$ cat config.mk
export PLATFORM = sky130hd
export DESIGN_NAME = branch_predict_unit
export DESIGN_NICKNAME = d
export VERILOG_FILES = /design/src/rtl/branch_predict_unit_pkg.sv /design/src/rtl/sat_counter2_next.sv /design/src/rtl/branch_predict_unit.sv
export SDC_FILE = /design/constraint.sdc
export NUM_CORES = 2
export LEC_CHECK = 0
export CORE_MARGIN = 2
export CORE_UTILIZATION = 45
export CTS_BUF_LIST = sky130_fd_sc_hd__clkbuf_4 sky130_fd_sc_hd__clkbuf_8 sky130_fd_sc_hd__clkbuf_16
export DETAILED_ROUTE_END_ITERATION = 8
export SYNTH_ARGS = -nofsm -noshare
export SYNTH_HDL_FRONTEND = slang
export SYNTH_SLANG_ARGS = --single-unit
$ cat constraint.sdc
create_clock -name CLOCK -period 6.8 [get_ports CLOCK]
set_clock_uncertainty 0.15 [all_clocks]
set_input_delay 1.36 -clock CLOCK [delete_from_list [all_inputs] [get_ports CLOCK]]
set_output_delay 1.36 -clock CLOCK [all_outputs]
set_load 0.02 [all_outputs]
$ cat src/rtl/branch_predict_unit_pkg.sv
// Shared types and constants for the direct-mapped branch predictor:
// 2-bit counter encodings, default table depth and the table entry record.
package branch_predict_unit_pkg;

    localparam int ENTRIES_DEFAULT = 16;
    // Widest tag occurs at the smallest table (4 entries): PC[31:4].
    localparam int TAG_W_MAX = 28;

    localparam logic [1:0] SNT = 2'd0;
    localparam logic [1:0] WNT = 2'd1;
    localparam logic [1:0] WT  = 2'd2;
    localparam logic [1:0] ST  = 2'd3;

    typedef struct packed {
        logic                 valid;
        logic [TAG_W_MAX-1:0] tag;
        logic [31:0]          target;
        logic [1:0]           ctr;
    } bpu_entry_t;

endpackage

$ cat src/rtl/sat_counter2_next.sv
// Next state of a 2-bit saturating direction counter; purely combinational.
module sat_counter2_next
    import branch_predict_unit_pkg::*;
(
    input  logic [1:0] ctr_i,
    input  logic       taken_i,
    output logic [1:0] ctr_o
);

    always_comb begin
        ctr_o = ctr_i;
        if (taken_i) begin
            if (ctr_i != ST) ctr_o = ctr_i + 2'd1;
        end else begin
            if (ctr_i != SNT) ctr_o = ctr_i - 2'd1;
        end
    end

endmodule

$ cat src/rtl/branch_predict_unit.sv
// Direct-mapped BTB with 2-bit direction counters: zero-latency lookup from fetch,
// update and registered mispredict/redirect/miss-count from EX.
module branch_predict_unit
    import branch_predict_unit_pkg::*;
#(
    parameter int ENTRIES = ENTRIES_DEFAULT
) (
    input  logic        CLOCK,
    input  logic        RESET_N,
    input  logic [31:0] IF_PC,
    output logic        PRED_HIT,
    output logic        PRED_TAKEN,
    output logic [31:0] PRED_TARGET,
    input  logic        EX_VALID,
    input  logic [31:0] EX_PC,
    input  logic        EX_TAKEN,
    input  logic [31:0] EX_TARGET,
    input  logic        EX_PRED_TAKEN,
    input  logic [31:0] EX_PRED_TARGET,
    output logic        MISPREDICT,
    output logic [31:0] REDIRECT_PC,
    output logic [15:0] MISS_COUNT
);

    localparam int IW = $clog2(ENTRIES);

    bpu_entry_t table_q [ENTRIES];

    logic [IW-1:0]        if_idx, ex_idx;
    logic [TAG_W_MAX-1:0] if_tag, ex_tag;
    bpu_entry_t           if_entry, ex_entry, upd_entry_d;
    logic                 ex_hit, upd_we;
    logic [1:0]           ex_ctr_next;

    logic        mispredict_q, mispredict_d;
    logic [31:0] redirect_q, redirect_d;
    logic [15:0] miss_count_q, miss_count_d;

    assign if_idx   = IF_PC[IW+1:2];
    assign if_tag   = TAG_W_MAX'(IF_PC[31:IW+2]);
    assign ex_idx   = EX_PC[IW+1:2];
    assign ex_tag   = TAG_W_MAX'(EX_PC[31:IW+2]);
    assign if_entry = table_q[if_idx];
    assign ex_entry = table_q[ex_idx];

    // Lookup reads the registered table, so a same-cycle update is not visible.
    assign PRED_HIT    = if_entry.valid && (if_entry.tag == if_tag);
    assign PRED_TAKEN  = PRED_HIT && if_entry.ctr[1];
    assign PRED_TARGET = PRED_TAKEN ? if_entry.target : IF_PC + 32'd4;

    assign ex_hit = ex_entry.valid && (ex_entry.tag == ex_tag);

    sat_counter2_next u_ctr_next (
        .ctr_i   (ex_entry.ctr),
        .taken_i (EX_TAKEN),
        .ctr_o   (ex_ctr_next)
    );

    always_comb begin
        upd_entry_d = ex_entry;
        upd_we      = 1'b0;
        if (EX_VALID) begin
            if (ex_hit) begin
                upd_we          = 1'b1;
                upd_entry_d.ctr = ex_ctr_next;
                if (EX_TAKEN) upd_entry_d.target = EX_TARGET;
            end else if (EX_TAKEN) begin
                upd_we      = 1'b1;
                upd_entry_d = '{valid: 1'b1, tag: ex_tag, target: EX_TARGET, ctr: WT};
            end
        end
    end

    always_comb begin
        mispredict_d = EX_VALID && ((EX_TAKEN != EX_PRED_TAKEN) ||
                                    (EX_TAKEN && (EX_TARGET != EX_PRED_TARGET)));
        redirect_d   = redirect_q;
        miss_count_d = miss_count_q;
        if (mispredict_d) begin
            redirect_d = EX_TAKEN ? EX_TARGET : EX_PC + 32'd4;
            if (miss_count_q != 16'hFFFF) miss_count_d = miss_count_q + 16'd1;
        end
    end

    always_ff @(posedge CLOCK) begin
        if (!RESET_N) begin
            for (int i = 0; i < ENTRIES; i++) begin
                table_q[i] <= '{valid: 1'b0, tag: '0, target: '0, ctr: WNT};
            end
            mispredict_q <= 1'b0;
            redirect_q   <= '0;
            miss_count_q <= '0;
        end else begin
            if (upd_we) table_q[ex_idx] <= upd_entry_d;
            mispredict_q <= mispredict_d;
            redirect_q   <= redirect_d;
            miss_count_q <= miss_count_d;
        end
    end

    assign MISPREDICT  = mispredict_q;
    assign REDIRECT_PC = redirect_q;
    assign MISS_COUNT  = miss_count_q;

endmodule

==> impl_metrics.ini <==
[outcome]
status = finished clean

[critical_path]
critPathKind = in2out
cp_max_fo = 30
endpoint_kind = output port
worstPathRequired_ps = 5290
startpoint_type = primary input
arrival_ps = 5150

[routing]
wl_mm = 207.0
ant_nets = 0
dr_total_vias = 38530
vias_per_cell = 6.547
route.detailed.drc = 0
drtIter0Drc = 6104
first_pass_iters = 6
wl_per_cell_um = 35.18

[logic_synthesis]
ys_warn_count = 0
ys_seq_area_frac = 0.5591
synth_top_area_share = 0.5416
synthArstFlopShare = 0
synth_cells = 3898
synth_ff_type = edfxtp_1
syn_area_per_cell_sq_um = 14.34
synth.area.top_cells = edfxtp_1 (54%), mux4_2 (22%), nor2_1 (6.6%)
yosysTopAreaCell = edfxtp_1
synth-edff-count = 1008
ys_ff_latch = 1057
syn_area_sq_um = 55890
yosys.cell_types.count = 67

[power_and_ir_drop]
switching_share = 0.2603
intPower_mw = 11.99
cellPowerDensity_nw_per_um2 = 247.3
peakVddDrop_v = 0.0002315
p_total_mw = 16.20
netSwitchingPower_mw = 4.219
p_clk_frac = 0.394
seqPwrFrac = 0.464
combinationalPowerShare = 0.142
p_leak_nw = 23.11

[finish]
drive_above_1_share = 0.2610
syn_to_final_growth_pct = 17.25
post_layout_nonfiller_instances = 5884
num-fill-cells = 10100
fin_nets = 4290
post-route-util = 0.5307

[cts]
postCtsHoldBufs = 0
cts_tree = done
clk_pin_slew_ps = 60
htreeDepth = 3
cts-root-buf = clkbuf_16
clkLatencyLatePin_ps = 740
ctsLongestPathBuffers = 3
cts_made_buffers = 113
clock-sinks = 1057

[global_routing]
antenna_found_initial = 13
grt_pass1_wl_mm = 287.7
track_usage = 0.3245
grt_max_degree = 126
grt_pass1_vias = 37570
grt_overflow = 0

[floorplan]
start_util = 0.4526
io_pins = 216
die-area_sq_um = 127000
core_area_sq_um = 123500
num_rows = 129
die_w_um = 356.4
die_y_um = 356.4

[timing]
max_slew.worst_pin.slew_ps = 1277
maxSlewHeadroom = 0.1429
finalCritPeriodShare = 0.9800
maxSlewViolCount = 0
hold_violations = 0
fmax_ghz = 0.1501
rsz0062_at_grt = false
setup_viol = 0
fin_crit_ps = 6664
holdWs_ps = 351.5

[placed_design]
place.gp.congestion = 0.8826
port_buffers = 215
place_inst = 5672
dpl.hpwl_mm = 128.5

[run]
maxCapViolCount = 0

[min_path]
worstHoldPathType = reg2reg
==> timing repair <==
action                                 in CTS  in global routing
resized for setup                           1                  1
pin swaps                                   0                  1
buffers inserted                            0                  1
setup endpoints to repair                  32                 32
endpoints found under the hold margin       0                  0
==> cell type report <==
class / count / area, sq um / share of cell area
Sequential cell: 1057 / 31250 / 0.4769
Multi-Input combinational cell: 2463 / 23190 / 0.3539
Timing Repair Buffer: 481 / 5106 / 0.07792
Clock buffer: 143 / 3108 / 0.04743
Tap cell: 1637 / 2048 / 0.03126
Clock inverter: 66 / 680.7 / 0.01039
Inverter: 35 / 136.4 / 0.002081
Antenna cell: 2 / 5.005 / 0.00007638
==> cells by family after synthesis <==
group | after synthesis | share of synthesized area
other | 1 | 0.00006710
buffers and inverters | 409 | 0.03197
muxes | 796 | 0.2664
AOI/OAI and AO/OA | 143 | 0.01688
DFF | 1057 | 0.5591
and+or+nand+nor | 1320 | 0.09821
adders and majority gates | 6 | 0.001343
xor gates and xnor gates | 166 | 0.02601
==> through the flow <==
step / setup slack [ps] / instance area (sq um) / TNS [ps]
final: 136.3 / 65530 / 0
after global routing: 26.03 / 65520 / 0
after CTS: 65.98 / 65510 / 0
after detailed placement: -24.54 / 61720 / -241.2
after global placement: -17.17 / 61720 / -222.3
after floorplan: 419.4 / 56010 / 0
==> placed cells by master, fill, tap and decap left out, types with 25 or more instances in the layout <==
cell / count
nor2_1: 984
dfxtp_1: 49
edfxtp_1: 1008
nand2_1: 114
mux2_2: 40
clkdlybuf4s50_1: 205
clkbuf_16: 114
xnor2_1: 102
a22oi_1: 25
conb_1: 32
buf_4: 193
xor2_1: 64
nand4_1: 25
nor2b_1: 42
inv_1: 32
mux4_2: 536
mux2i_1: 200
buf_12: 76
nand3_1: 33
o21ai_0: 47
==> power by group through the flow <==
stage	Combinational (mW)	Clock [mW]	Sequential [mW]
after floorplan	1.32	0	7.62
after global placement	2.27	0	7.63
after detailed placement	2.27	0	7.64
after CTS	2.28	6.42	7.50
after global routing	2.39	6.67	7.53
final	2.30	6.39	7.51
==> worst paths after layout <==
kind                                      start                           end  slack [ps]  cells after the start
setup / recovery                       IF_PC[2]               PRED_TARGET[30]         140                     12
hold / removal      REDIRECT_PC[3]$_SDFFE_PN0P_   REDIRECT_PC[3]$_SDFFE_PN0P_         350                      1
setup reg to reg  table_q[10][34]$_SDFFCE_PN0P_  table_q[12][1]$_SDFFCE_PN0P_        1780                     11
hold reg to reg     REDIRECT_PC[3]$_SDFFE_PN0P_   REDIRECT_PC[3]$_SDFFE_PN0P_         350                      1
==> state kept, by name, indices dropped and copies added (netlist names) <==
signal,count
MISPREDICT,1
MISS_COUNT,16
REDIRECT_PC,32
table_q,1008
==> synthesized netlist by cell type (4+ instances only) <==
library cell	count
or4b_1	4
nor2_1	984
nand2_1	131
a22oi_1	25
mux2i_4	10
mux2i_2	10
mux2i_1	200
ha_1	6
nand2b_1	4
o21ai_0	47
xor2_1	64
nand4_1	25
buf_1	57
xnor2_1	102
nor4_1	13
a211oi_1	7
nor4b_1	7
inv_1	32
a21boi_0	7
buf_2	141
nor2b_1	42
nor3_1	10
dfxtp_1	49
and2_1	16
mux2_2	40
o211ai_1	4
edfxtp_1	1008
a31oi_1	6
o211a_1	4
clkbuf_1	159
nand3_1	33
and3_1	13
or3_1	21
mux4_2	536
a21oi_1	18
buf_4	13
==> worst max-delay path, cell delays in order <==
cell and delay (ps):
buf_12 260, buf_12 300, mux4_2 550, mux4_2 520, xnor2_1 160, nand3_1 120
nor3_1 190, nand4_1 230, nand2b_2 320, buf_12 200, mux2_2 240, clkdlybuf4s50_1 590
==> layer usage <==
layer,vias to the layer above,share of wire,GRT usage
met5,-,0.00054,0
met4,18,0.043,0.1291
met3,455,0.13,0.08501
met2,2797,0.45,0.4910
met1,20000,0.38,0.4494
li1,15250,-,-
No activity file was read; power rests on OpenSTA's default activity.
